--- src/rtl/alu_operand_loader.sv ---
// -----------------------------------------------------------------------------
// alu_operand_loader
//
// Front end for the 8-bit combinational ALU. Three raw push-buttons are each
// synchronized (2 flops), optionally debounced and rising-edge detected. A
// detected press latches the shared switch bank into the A operand, the
// B operand or the opcode register. A four-state sequencer tracks entry order
// and raises `ready` once A, B and OP have been entered in that order.
//
// Build option:
//   LOADER_DEBOUNCE_EN  defined   -> per-button debounce counters present.
//                                    A level change needs DEBOUNCE_CYCLES
//                                    consecutive stable synchronized samples.
//                       undefined -> no counters. The debounced level is the
//                                    synchronized level, so every synchronized
//                                    rise (bounce included) is a press.
//
// Parameters:
//   WIDTH            width of sw and of the a/b/op registers
//   DEBOUNCE_CYCLES  stable cycles needed to accept a level change (>= 2)
//
// Ports:
//   clk      in   system clock, all state updates on the rising edge
//   reset    in   asynchronous active-high reset
//   sw       in   switch bank, sampled only on the loading edge
//   btn_a    in   raw button, load A operand
//   btn_b    in   raw button, load B operand
//   btn_op   in   raw button, load opcode
//   a        out  registered A operand
//   b        out  registered B operand
//   op       out  registered opcode
//   ready    out  high while the sequencer is in READY
//   state    out  sequencer state: WAIT_A=0, WAIT_B=1, WAIT_OP=2, READY=3
// -----------------------------------------------------------------------------
module alu_operand_loader #(
    parameter int WIDTH           = 8,
    parameter int DEBOUNCE_CYCLES = 1000000
) (
    input  logic             clk,
    input  logic             reset,
    input  logic [WIDTH-1:0] sw,
    input  logic             btn_a,
    input  logic             btn_b,
    input  logic             btn_op,
    output logic [WIDTH-1:0] a,
    output logic [WIDTH-1:0] b,
    output logic [WIDTH-1:0] op,
    output logic             ready,
    output logic [1:0]       state
);

    typedef enum logic [1:0] {
        WAIT_A  = 2'd0,
        WAIT_B  = 2'd1,
        WAIT_OP = 2'd2,
        READY   = 2'd3
    } state_t;

    // Bit positions of the three buttons inside the packed button vectors.
    localparam int BTN_A   = 0;
    localparam int BTN_B   = 1;
    localparam int BTN_OP  = 2;
    localparam int NUM_BTN = 3;

    // A counter that must reach DEBOUNCE_CYCLES-1 needs at least two states.
    if (DEBOUNCE_CYCLES < 2) begin : g_bad_debounce_cycles
        $error("alu_operand_loader: DEBOUNCE_CYCLES must be at least 2");
    end

    logic [NUM_BTN-1:0] btn_raw;
    logic [NUM_BTN-1:0] press;

    assign btn_raw[BTN_A]  = btn_a;
    assign btn_raw[BTN_B]  = btn_b;
    assign btn_raw[BTN_OP] = btn_op;

    // -------------------------------------------------------------------------
    // Button conditioning: synchronizer -> debounce -> rising-edge pulse
    // -------------------------------------------------------------------------
    for (genvar gi = 0; gi < NUM_BTN; gi++) begin : g_btn
        logic sync1_q;      // first synchronizer stage (may go metastable)
        logic s_q;          // synchronized level
        logic db;           // debounced level
        logic db_prev_q;    // debounced level one cycle earlier

        always_ff @(posedge clk or posedge reset) begin
            if (reset) begin
                sync1_q <= 1'b0;
                s_q     <= 1'b0;
            end else begin
                sync1_q <= btn_raw[gi];
                s_q     <= sync1_q;
            end
        end

`ifdef LOADER_DEBOUNCE_EN
        localparam int CW = $clog2(DEBOUNCE_CYCLES);
        localparam logic [CW-1:0] CNT_LAST = CW'(DEBOUNCE_CYCLES - 1);

        logic          db_q;
        logic          db_d;
        logic [CW-1:0] cnt_q;
        logic [CW-1:0] cnt_d;

        // The count only advances while the synchronized level disagrees with
        // the accepted level; any agreeing sample (a glitch ending) restarts
        // it, so a pulse shorter than DEBOUNCE_CYCLES never flips db.
        always_comb begin
            cnt_d = cnt_q;
            db_d  = db_q;
            if (s_q == db_q) begin
                cnt_d = '0;
            end else if (cnt_q == CNT_LAST) begin
                db_d  = s_q;
                cnt_d = '0;
            end else begin
                cnt_d = cnt_q + CW'(1);
            end
        end

        always_ff @(posedge clk or posedge reset) begin
            if (reset) begin
                db_q  <= 1'b0;
                cnt_q <= '0;
            end else begin
                db_q  <= db_d;
                cnt_q <= cnt_d;
            end
        end

        assign db = db_q;
`else
        // Source is trusted to be clean (or this is a fast simulation build).
        assign db = s_q;
`endif

        always_ff @(posedge clk or posedge reset) begin
            if (reset) begin
                db_prev_q <= 1'b0;
            end else begin
                db_prev_q <= db;
            end
        end

        // One pulse per debounced rising edge; releases are silent. Because
        // db_prev_q clears on reset, a button held through reset counts as a
        // fresh press once its level is re-accepted.
        assign press[gi] = db & ~db_prev_q;
    end

    // -------------------------------------------------------------------------
    // Entry sequencer and load enables
    // -------------------------------------------------------------------------
    state_t state_q;
    state_t state_d;
    logic   ready_q;
    logic   load_a;
    logic   load_b;
    logic   load_op;

    logic [WIDTH-1:0] a_q;
    logic [WIDTH-1:0] b_q;
    logic [WIDTH-1:0] op_q;

    always_comb begin
        state_d = state_q;
        load_a  = 1'b0;
        load_b  = 1'b0;
        load_op = 1'b0;

        case (state_q)
            WAIT_A: begin
                // Only A is accepted before any operand exists.
                if (press[BTN_A]) begin
                    load_a  = 1'b1;
                    state_d = WAIT_B;
                end
            end

            WAIT_B: begin
                // A re-entry takes priority: it is a correction of the
                // previous step, so the order restarts from B.
                if (press[BTN_A]) begin
                    load_a = 1'b1;
                end else if (press[BTN_B]) begin
                    load_b  = 1'b1;
                    state_d = WAIT_OP;
                end
            end

            WAIT_OP: begin
                // A re-entry invalidates the B->OP progress and wins over a
                // coincident OP press, which is then dropped.
                if (press[BTN_A]) begin
                    load_a  = 1'b1;
                    state_d = WAIT_B;
                end else begin
                    if (press[BTN_B]) begin
                        load_b = 1'b1;
                    end
                    if (press[BTN_OP]) begin
                        load_op = 1'b1;
                        state_d = READY;
                    end
                end
            end

            READY: begin
                // Everything is valid; each press simply edits its register.
                load_a  = press[BTN_A];
                load_b  = press[BTN_B];
                load_op = press[BTN_OP];
            end

            default: begin
                state_d = WAIT_A;
            end
        endcase
    end

    always_ff @(posedge clk or posedge reset) begin
        if (reset) begin
            state_q <= WAIT_A;
            ready_q <= 1'b0;
        end else begin
            state_q <= state_d;
            // Registered decode keeps ready aligned with the state register
            // and free of combinational glitches.
            ready_q <= (state_d == READY);
        end
    end

    // Operand/opcode registers only change on their own load enable.
    always_ff @(posedge clk or posedge reset) begin
        if (reset) begin
            a_q  <= '0;
            b_q  <= '0;
            op_q <= '0;
        end else begin
            if (load_a) begin
                a_q <= sw;
            end
            if (load_b) begin
                b_q <= sw;
            end
            if (load_op) begin
                op_q <= sw;
            end
        end
    end

    assign a     = a_q;
    assign b     = b_q;
    assign op    = op_q;
    assign ready = ready_q;
    assign state = state_q;

endmodule
--- config.mk ---
export PLATFORM = sky130hd
export DESIGN_NAME = alu_operand_loader
export DESIGN_NICKNAME = d
export VERILOG_FILES = /design/src/rtl/alu_operand_loader.sv
export SDC_FILE = /design/constraint.sdc
export NUM_CORES = 1
export LEC_CHECK = 0
export CAP_MARGIN = 10
export CORE_UTILIZATION = 40
export DETAILED_ROUTE_END_ITERATION = 16
export PLACE_DENSITY = 0.68
export SLEW_MARGIN = 20
export SYNTH_ARGS = -nofsm -noshare
export SYNTH_HDL_FRONTEND = slang
export SYNTH_SLANG_ARGS = --single-unit
--- constraint.sdc ---
create_clock -name clk -period 2.43 [get_ports clk]
set_clock_uncertainty 0.1 [all_clocks]
set_input_delay 0.243 -clock clk [delete_from_list [all_inputs] [get_ports clk]]
set_output_delay 0.243 -clock clk [all_outputs]
set_load 0.01 [all_outputs]
==> results by group <==
Power and ir drop
  • Pint: 0.001419 W
  • Gate power share: 40.6%
  • PD cells: 1063 nW/µm²
  • Leakage: about 0.83 nW
  • Clock power frac: 16.2%
  • Maximum VDD drop: 0.5684 mV
  • Flop pwr share: 43.2%
  • Sw frac: between 30% and 40%
  • Sw Pwr: between 0.0006 and 0.0007 W

CTS
  • Htree depth: 2
  • CTS sink cnt: 36
  • Hold_buf cts: 0
  • Num CTS Buffers: 5
  • Setup Buffers After CTS: 0
  • Reg clk slew, reported paths: roughly 0.11 ns
  • CTS tree: done
  • Worst-Skew Late Latency: 0.33 ns
  • Clk buf depth: 2
  • Root Buffer: clkbuf_4
  • CTS resizes: 0

Synth
  • Yosys Warn Count: 0
  • Syn avg cell area: 15.63 µm²
  • Cell variety after synth: 18
  • Sequential area share after synthesis: 64.06%
  • Mapped Cells: 90
  • Post-synthesis cell area: 1406 µm²
  • Synthesized Nets: 108
  • Post-synthesis register bit count: 36
  • Yosys top cell by area: dfrtp_1
  • Largest cells by area after synthesis: dfrtp_1 (64%), mux2_2 (19%), ha_1 (4.4%)
  • Post-synth top area share: between 60% and 70%

Routing
  • Drt first pass iters: 4
  • Vias per cell: approximately 4.9
  • Remaining antenna violation count after routing: 0
  • Drt wl/cell: around 14 µm
  • Via count: 895
  • Starting DRT DRC Count: 19
  • WL final: 2518 µm
  • DRC Markers: 0

Timing
  • Relative slew slack: 64.79%
  • Worst slew pin tran: between 0.5 and 0.6 ns
  • TNS Setup: 0 ns
  • Slew Limit Fails: 0
  • Final Hold Viols: 0
  • Final period utilization: 82.18%
  • Min cycle time layout: 1.997 ns
  • Unrepaired setup endpoints after global routing: false
  • Final setup violation count: 0
  • FMAX: 500.8 MHz

Global routing
  • Gr usage total: 15.58%
  • Total congestion overflow: 0
  • Global-route wire length before repair: 3939 µm
  • Largest net degree at the start of global routing: 37
  • Initial antenna violation count: 0
  • Vias in the first global route: 874

Placement
  • Detailed Place HPWL: 1766 µm
  • # port buffers: 39
  • Routability congestion estimate: 0.8007

Floorplanning
  • Full die area: ~3800 µm²
  • Die Y: 61.30 µm
  • Rows: 21
  • Core ar.: 3363 µm²
  • Die Wd: between 60 and 70 µm
  • Initial Util: 41.82%
  • I/O pin count: 40

Worst hold path
  • HP Class: input port to async pin

Layout
  • Final core occ: about 57%
  • Most common cell after layout, fill and taps aside: clkdlybuf4s50_1
  • ANT cells: 0
  • Most frequent cells in the layout: clkdlybuf4s50_1 (39), dfrtp_1 (36), mux2_2 (24)
  • # nets final: 154
  • Layout Area Growth over Synthesis: 36.48%
  • Layout cells sized above 1: a little over a quarter
  • Filler instances: 321

Worst setup path
  • Critical Path RT: 2.56 ns
  • Crit path kind: flip-flop to flip-flop
  • CP Data Arrival Time: 2.12 ns
  • Critical Path Start Type: flip-flop
  • CP max FO: 8
  • CP endpoint kind: flip-flop
  • Worst Reg-to-Reg Cells: 5

Run status
  • Status: finished, final reports clean

Flow run
  • Max cap viols: 0
[worst max-delay path: stages, from the launching register on]
cell     delay, ns
dfrtp_1       0.44
inv_1         0.13
ha_1          0.24
a21oi_1       0.12
nor3b_4       0.46
mux2_2        0.39
[synthesized netlist by cell type]
| master | instances |
|---|---|
| o21ai_0 | 3 |
| o41ai_1 | 1 |
| or3_1 | 1 |
| nand3b_1 | 2 |
| mux2_2 | 24 |
| nor2_1 | 2 |
| ha_1 | 5 |
| a22oi_1 | 1 |
| a21oi_2 | 1 |
| nand2_1 | 2 |
| inv_1 | 5 |
| nor4b_4 | 1 |
| nor3b_4 | 1 |
| buf_2 | 1 |
| dfrtp_1 | 36 |
| nand2b_4 | 1 |
| a21oi_1 | 2 |
| a31oi_1 | 1 |
[cell type report]
class	count	area [µm²]	share of cell area, %
multi-input combinational	48	481.7	25.10
tap	46	57.56	2.999
inverter	5	18.77	0.9778
clock buffer	7	55.05	2.868
timing repair buffer	40	397.9	20.73
clock inverter	1	7.507	0.3911
sequential	36	900.9	46.94
[cell families (layout without fill, tap and decap cells)]
group | after synthesis | after routing | share of synthesized area [%]
simple gates | 10 | 10 | 6.584
fa+ha+maj | 5 | 5 | 4.448
compound gates | 9 | 9 | 4.004
buf+inv | 6 | 53 | 1.690
flops | 36 | 36 | 64.06
mux | 24 | 24 | 19.22
[flip-flops by register name, summed over array words and instances, names as in the netlist]
signal / cells
a: 8
op: 8
g_btn.db: 3
b: 8
g_btn.sync1_q: 3
g_btn.db_prev_q: 3
state: 2
ready: 1
[per-stage QoR]
stage / std cells / power [W] / hold slack (ns) / setup slack, ns / instance area, µm²
2_1_floorplan: 90 / 0.001286 / 0.1744 / 0.5466 / 1406
4_1_cts: 183 / 0.002071 / 0.1938 / 0.3821 / 1919
6_report: 183 / 0.002040 / 0.1923 / 0.4330 / 1919
3_5_place_dp: 175 / 0.001728 / 0.2372 / 0.3961 / 1857
5_1_grt: 183 / 0.002176 / 0.1985 / 0.2775 / 1919
3_3_place_gp: 175 / 0.001701 / 0.2348 / 0.4592 / 1857
[power groups by stage]
stage	registers (W)	clock network, W	logic, W
final	0.000880	0.000331	0.000829
after global routing	0.000905	0.000375	0.000896
after CTS	0.000887	0.000349	0.000835
after detailed placement	0.000896	0	0.000831
after global placement	0.000887	0	0.000814
after floorplan	0.000967	0	0.000319
[final timing paths]
| kind | start | to | slack [ns] |
|---|---|---|---|
| worst max-delay path | state[0] | op[7] | 0.43 |
| worst max register to register | state[0] | op[7] | 0.43 |
| worst min-delay path | reset | b[4] | 0.19 |
| min in group clk | btn_b | g_btn[1].sync1_q | 0.24 |
| max in group asynchronous | reset | state[1] | 1.72 |
| worst min register to register | g_btn[0].sync1_q | g_btn[0].db | 0.27 |
[routing by layer]
metal	part of all wire, %	track usage (%)	up-vias
li1	-	-	411
met1	45	17.56	445
met2	48	24.07	34
met5	0	0	-
met3	5.7	8.193	5
met4	1.4	8.117	0
Power figures use the tool's default switching activity.
